$ cat config.mk
export PLATFORM = sky130hd
export DESIGN_NAME = column_drain
export DESIGN_NICKNAME = d
export VERILOG_FILES = /design/src/rtl/column_drain.sv
export SDC_FILE = /design/constraint.sdc
export NUM_CORES = 1
export LEC_CHECK = 0
export ABC_CLOCK_PERIOD_IN_PS = 5810
export CAP_MARGIN = 10
export CORE_ASPECT_RATIO = 0.7
export CORE_MARGIN = 1
export CORE_UTILIZATION = 30
export DETAILED_ROUTE_END_ITERATION = 7
export GPL_TIMING_DRIVEN = 0
export SLEW_MARGIN = 25
export SYNTH_ARGS = -nofsm -noshare
export SYNTH_HDL_FRONTEND = slang
export SYNTH_SLANG_ARGS = --single-unit
$ cat constraint.sdc
create_clock -name clk_i -period 5.81 [get_ports clk_i]
set_input_delay 0.581 -clock clk_i [delete_from_list [all_inputs] [get_ports clk_i]]
set_output_delay 0.581 -clock clk_i [all_outputs]
set_load 0.1 [all_outputs]
$ cat src/rtl/column_drain.sv
// Snapshots one accumulator column on load_i and streams its N words oldest-first, one per valid/ready beat.
// Load-to-first-valid is 1 cycle. Outputs hold while ready_i is low. A new load is taken on the last beat, or the load is dropped and flagged.
module column_drain #(
    parameter int NUM_BITS = 32,
    parameter int N        = 4,
    localparam int IW      = $clog2(N)
) (
    input  logic                         clk_i,
    input  logic                         rst_ni,
    input  logic [N-1:0][NUM_BITS-1:0]   product_i,
    input  logic                         load_i,
    output logic                         load_ready_o,
    output logic [NUM_BITS-1:0]          data_o,
    output logic [IW-1:0]                idx_o,
    output logic                         last_o,
    output logic                         valid_o,
    input  logic                         ready_i,
    output logic                         busy_o,
    output logic                         overflow_o,
    input  logic                         clear_err_i
);

    typedef enum logic {IDLE, DRAIN} state_t;

    localparam logic [IW-1:0] PTR_TOP = IW'(N - 1);

    state_t                      state, state_nx;
    logic [N-1:0][NUM_BITS-1:0]  snap;
    logic [IW-1:0]               ptr;
    logic                        draining;
    logic                        at_last;
    logic                        accept;
    logic                        drop;

    assign draining = (state == DRAIN);
    assign at_last  = (ptr == '0);
    assign accept   = load_i && load_ready_o;
    assign drop     = load_i && !load_ready_o;

    always_ff @(posedge clk_i or negedge rst_ni) begin
        if (!rst_ni) begin
            state <= IDLE;
        end else begin
            state <= state_nx;
        end
    end

    always_comb begin
        state_nx = state;
        case (state)
            IDLE:    if (accept) state_nx = DRAIN;
            DRAIN:   if (ready_i && at_last && !accept) state_nx = IDLE;
            default: state_nx = IDLE;
        endcase
    end

    // A capture on the final handshake restarts the pointer, giving back-to-back drains.
    always_ff @(posedge clk_i or negedge rst_ni) begin
        if (!rst_ni) begin
            snap <= '0;
            ptr  <= '0;
        end else if (accept) begin
            snap <= product_i;
            ptr  <= PTR_TOP;
        end else if (draining && ready_i && !at_last) begin
            ptr  <= ptr - 1'b1;
        end
    end

    // A drop in the same cycle as a clear keeps the error flag set.
    always_ff @(posedge clk_i or negedge rst_ni) begin
        if (!rst_ni) begin
            overflow_o <= 1'b0;
        end else if (drop) begin
            overflow_o <= 1'b1;
        end else if (clear_err_i) begin
            overflow_o <= 1'b0;
        end
    end

    always_comb begin
        load_ready_o = !draining || (at_last && ready_i);
        valid_o      = draining;
        busy_o       = draining;
        last_o       = draining && at_last;
        data_o       = draining ? snap[ptr] : '0;
        idx_o        = draining ? ptr : '0;
    end

endmodule

==> results of run 1 <==
-- area by class of cell --
type	instances	area (um^2)
repair buffers	172	1740
clock inverters	12	203
fillers	1889	11700
plain buffers	29	333
inverters	6	22.5
multi-input cells	239	2770
well taps	276	345
clock buffers	19	443
flip-flops and latches	132	3300
-- stage by stage --
stage,instances,setup slack [ns],hold slack [ns],util (%)
floorplan,406,2.20,0.285,-
global route,885,1.88,0.137,43.9
finish,885,2.03,0.116,43.9
CTS,885,1.96,0.130,43.9
global placement,853,-1.05,0.473,40.7
detailed placement,854,2.42,0.482,40.8
-- sequential cells by signal, indices dropped and copies added (netlist names) --
| register | cells |
|---|---|
| snap | 128 |
| ptr | 2 |
| busy_o | 1 |
| overflow_o | 1 |
-- worst max-delay path by stage --
stage | startpoint | endpoint | depth (start not counted)
after floorplan | busy_o | data_o[0] | 3
final | ptr[0] | load_ready_o | 7
after global routing | ptr[0] | data_o[23] | 6
after detailed placement | ptr[0] | load_ready_o | 7
after CTS | ptr[0] | load_ready_o | 7
after global placement | rst_ni | snap[114] | 1
-- synth_stat cells (all sizes together) --
master / count
buf: 22
a21bo: 1
clkbuf: 7
ha: 1
mux2i: 64
a2bb2oi: 1
nand3b: 1
nand2: 4
o21ai: 1
dfrtp: 132
inv: 6
o22ai: 33
nand4: 1
a21o: 1
mux2: 128
o221a: 1
and2: 2
-- logic make-up after synthesis --
family          share of synthesized area, %
mux                                     38.2
flops                                   51.4
compound gates                          3.97
buf+inv                                 5.52
simple gates                           0.759
fa+ha+maj                              0.194
-- metal layers --
metal	vias to the layer above	track usage [%]
met5	-	0
met4	0	3.85
met3	12	4.76
met2	125	23.5
met1	2028	23.0
li1	1863	-
==> reports/qor.tcl, run 1 <==
set qor(hpwl_mm) 12.2
set qor(commonest_non_fill_non_tap_cell_in_the_layout) {clkdlybuf4s50_1}
set qor(cp_num_buf_inv) 5
set qor(setup_viol_count_final) 0
set qor(max_freq_mhz) 265
set qor(synth.yosys.seq_area_share_pct) 51.4
set qor(reg2reg_setup_slack_ns) 3.08
set qor(timing.setup.tns_ns) 0
set qor(wl_met3_mm) 1.13
set qor(route.vias.total) 4028
set qor(port_buffers) 171
set qor(synth.avg_cell_area_um2) 15.8
set qor(final_cell_mix) {170 x clkdlybuf4s50_1, 132 x dfrtp_1, 100 x mux2_4}
set qor(start_kind) {register}
set qor(critical-path-max-stage-delay_ns) 0.97
set qor(worst-setup-path-type) {reg2out}
set qor(tritoncts) {yes}
set qor(tightest_slew_ns) 1.05
set qor(yosysTopAreaCellShare_pct) 51.4
set qor(place.gp.congestion) 0.808
set qor(cts-buffers-inserted) 17
set qor(finalNetCount) 731
set qor(grt_start_max_net_pins) 68
set qor(fin_crit_sh_pct) 65.1
set qor(post_cts.repair.setup_buffers) 0
set qor(worst_r2r_endpoint) {snap[54]}
set qor(most_area_consuming_cells_after_synthesis) {dfrtp_1 51%, mux2_4 23%, mux2i_1 10%}
set qor(post_dp_cell_area_um2) 8520
set qor(n_antenna_cell) 0
set qor(clk_transition_reported_paths_ns) 0.06
set qor(syn_to_final_growth_pct) 42.5
set qor(timing.hold.worst.class) {in2async}
set qor(rsz0062_at_grt) {false}
set qor(max-slew-margin-rel_pct) 29.9
set qor(routed_wirelength_mm) 17.1
set qor(iter_0_drt_violations) 177
set qor(grt_antenna_before_repair) 0
set qor(post_route_cell_area_um2) 9170
set qor(path_max_fanout) 10
set qor(detail_route.first_pass.iterations) 4
set qor(cp.arrival_ns) 3.20
set qor(syn_nets) 540
set qor(drv.max_cap_violation_count) 0
set qor(worstReg2RegStart) {ptr[0]}
set qor(die_h_um) 125
set qor(track_usage_pct) 16.0
set qor(fin_skew_ns) 0.00506
set qor(endpoint_kind) {output pin}
set qor(drv_slew) 0
set qor(grt_remaining_overflow) 0
set qor(worst-endpoint-required_ns) 5.23
set qor(ctsHoldBuffers) 0
set qor(starting_density_pct) 30.8
set qor(crit_chain) {clkbuf_1, buf_4, buf_2, inv_1, ha_1, a21bo_4, clkdlybuf4s50_1}
set qor(core_area_um2) 20900
set qor(wl_met1_mm) 8.29
set qor(vias_per_cell) 4.55
set qor(clk_root_buffer_cell) {clkbuf_16}
set qor(number_of_cells_produced_by_synthesis) 406
set qor(cts_max_level) 4
set qor(placement_rows) 44
set qor(synth-seq-cells) 132
set qor(cp_slowest_cell) {clkdlybuf4s50_1}
set qor(met2_length_mm) 7.48
set qor(drtAntennaViolNets) 0
set qor(timing.critical_path.max_delay_family) {buffers and inverters}
set qor(synth.yosys.warnings) 0
set qor(layout_min_cycle_time_ns) 3.78
set qor(r2r_cells) 10
set qor(ctsResizeCount) 0
set qor(synth.largest_area_cell) {dfrtp_1}
set qor(cts.path.max_buffers) 2
set qor(mappedNetlistArea_um2) 6430
set qor(final_layout_size_suffix_gt1_share_pct) 28.4
set qor(top_layer) {met4}
set qor(grt_pass1_vias) 4489
set qor(grt_pass1_wl_mm) 26.4
set qor(dieArea_um2) 22000
set qor(outcome) {completed}
set qor(timing_hold_violations_final) 0
set qor(dieWidth_um) 177
set qor(remaining_drc_errors) 0
set qor(floorplan.io_pins) 172
set qor(average_wire_length_per_cell_after_detail_routing_um) 19.3
set qor(clk_latency_ns) 0.41
set qor(synth.distinct_cells) 24
set qor(clkSinkCount) 132
Power of run 1 is left out: the tool's default activity adds up to more than one toggle a clock period on the data nets, which glitch-free logic cannot reach.
==> run 2, diff against run 1 <==
--- a/config.mk
+++ b/config.mk
@@ -5,7 +5,7 @@
 export SDC_FILE = /design/constraint.sdc
 export NUM_CORES = 1
 export LEC_CHECK = 0
-export ABC_CLOCK_PERIOD_IN_PS = 5810
+export ABC_CLOCK_PERIOD_IN_PS = 3650
 export CAP_MARGIN = 10
 export CORE_ASPECT_RATIO = 0.7
 export CORE_MARGIN = 1
==> constraint.sdc (replaced) <==
create_clock -name clk_i -period 3.65 [get_ports clk_i]
set_input_delay 0.365 -clock clk_i [delete_from_list [all_inputs] [get_ports clk_i]]
set_output_delay 0.365 -clock clk_i [all_outputs]
set_load 0.1 [all_outputs]
==> run 2 against run 1 <==
- core utilization is 0.084 points higher
- via count is 0.40% higher
- cell count is 0.11% higher
- routed wire length hardly changed
- register-to-register slack worse by 2.2 ns
- clock skew hardly changed
- hold slack better by 0.37 ns
==> reports/qor.tcl, run 2 (synthesis results as in run 1) <==
set qor(detail_route.first_pass.iterations) 4
set qor(routed_wirelength_mm) 17.1
set qor(crit_chain) {clkbuf_1, buf_4, buf_2, inv_1, ha_1, and2_1, clkdlybuf4s50_1}
set qor(start_kind) {register}
set qor(register_name_with_the_most_flops) {snap}
set qor(post_route_cell_area_um2) 9190
set qor(cts-buffers-inserted) 17
set qor(clkSinkCount) 132
set qor(floorplan.io_pins) 172
set qor(fin_util_pct) 44.0
set qor(dpl_worst_slack_ns) 0.473
set qor(grt_remaining_overflow) 0
set qor(drtAntennaViolNets) 0
set qor(clk_latency_ns) 0.41
set qor(critical-path-max-stage-delay_ns) 0.96
set qor(path_max_fanout) 10
set qor(worstReg2RegStart) {ptr[0]}
set qor(tritoncts) {yes}
set qor(gr-usage-met3_pct) 4.76
set qor(gr-usage-met1_pct) 23.0
set qor(layout_min_cycle_time_ns) 3.49
set qor(syn_to_final_growth_pct) 42.8
set qor(tightest_slew_ns) 1.05
set qor(finalNetCount) 732
set qor(timing.hold.worst.class) {in2async}
set qor(fin_crit_sh_pct) 95.5
set qor(grt_start_max_net_pins) 68
set qor(final.setup.worst_slack_ns) 0.163
set qor(max_reg_flops) 128
set qor(starting_density_pct) 30.8
set qor(reg2reg_setup_slack_ns) 0.92
set qor(worst-endpoint-required_ns) 3.28
set qor(grt_most_used_layer) {met2}
set qor(route.vias.total) 4044
set qor(setup_viol_count_final) 0
set qor(cts_max_level) 4
set qor(placement_rows) 44
set qor(grt_pass1_vias) 4489
set qor(timing_hold_violations_final) 0
set qor(layout_top_registers) {snap: 128 flops, ptr: 2 flops}
set qor(cp_num_buf_inv) 5
set qor(cp_slowest_cell) {clkdlybuf4s50_1}
set qor(rsz0062_at_grt) {false}
set qor(outcome) {completed}
set qor(post_cts.repair.setup_buffers) 0
set qor(final_layout_size_suffix_gt1_share_pct) 28.4
set qor(clk_root_buffer_cell) {clkbuf_16}
set qor(endpoint_kind) {output pin}
set qor(drv_slew) 0
set qor(max_freq_mhz) 287
set qor(use_met2_pct) 23.5
set qor(dieWidth_um) 177
set qor(cp.arrival_ns) 3.12
set qor(cts.path.max_buffers) 2
set qor(dieArea_um2) 22000
set qor(track_usage_pct) 16.0
set qor(max-slew-margin-rel_pct) 30.1
set qor(core_area_um2) 20900
set qor(worst_r2r_endpoint) {snap[54]}
set qor(commonest_non_fill_non_tap_cell_in_the_layout) {clkdlybuf4s50_1}
set qor(clk_transition_reported_paths_ns) 0.06
set qor(r2r_cells) 10
set qor(grt_antenna_before_repair) 0
set qor(iter_0_drt_violations) 189
set qor(average_wire_length_per_cell_after_detail_routing_um) 19.3
set qor(vias_per_cell) 4.56
set qor(timing.critical_path.max_delay_family) {buffers and inverters}
set qor(port_buffers) 171
set qor(fin_skew_ns) 0.00530
set qor(worst-setup-path-type) {reg2out}
set qor(die_h_um) 125
set qor(grt_pass1_wl_mm) 26.4
set qor(n_antenna_cell) 0
set qor(place.gp.congestion) 0.808
set qor(hpwl_mm) 12.2
set qor(post_dp_cell_area_um2) 8520
set qor(drv.max_cap_violation_count) 0
set qor(remaining_drc_errors) 0
set qor(final_cell_mix) {167 x clkdlybuf4s50_1, 132 x dfrtp_1, 100 x mux2_4}
## run 2: per-stage QoR
| step | setup TNS (ns) | std cells | hold WS (ns) |
|---|---|---|---|
| after floorplan | 0 | 406 | 0.0694 |
| after detailed placement | 0 | 854 | 0.361 |
| final | 0 | 886 | 0.483 |
| after CTS | 0 | 886 | 0.495 |
| after global placement | -392.88 | 853 | 0.473 |
| after global routing | 0 | 886 | 0.510 |
## run 2: worst max path at each step
| stage | start | end | slack, ns | cells past startpoint |
|---|---|---|---|---|
| 6_report | ptr[0] | last_o | 0.16 | 7 |
| 5_1_grt | ptr[0] | data_o[25] | 0.006 | 6 |
| 4_1_cts | ptr[0] | load_ready_o | 0.02 | 7 |
| 3_5_place_dp | ptr[0] | load_ready_o | 0.47 | 7 |
| 3_3_place_gp | rst_ni | snap[114] | -3.00 | 1 |
| 2_1_floorplan | busy_o | data_o[0] | 0.26 | 3 |
## run 2: final cells by class
class | count | area [um^2]
fill | 1887 | 11700
sequential | 132 | 3300
multi-input combinational | 239 | 2770
timing repair buffer | 173 | 1760
clock buffer | 19 | 443
tap | 276 | 345
buffer | 29 | 333
clock inverter | 12 | 203
inverter | 6 | 22.5
## run 2: worst register-to-register path, cell delays in order, from the launching register on
cell      delay, ns
dfrtp_1        0.33
clkbuf_1       0.26
buf_4          0.29
buf_2          0.34
inv_1          0.08
ha_1           0.25
a21bo_4        0.25
nand2_4        0.09
buf_6          0.18
buf_8          0.17
mux2_2         0.35
## run 2: timing repair
action,CTS,global route
setup endpoints to repair,0,3
hold buffers,1,0
resized for setup,0,3
endpoints found under the hold margin,66,0
## run 2: layer usage
metal | wire [um] | vias up
met3 | 1150 | 12
met4 | 165 | 0
met2 | 7470 | 133
met1 | 8300 | 2033
met5 | 0 | -
li1 | - | 1866
Power of run 2 is left out for the same reason.
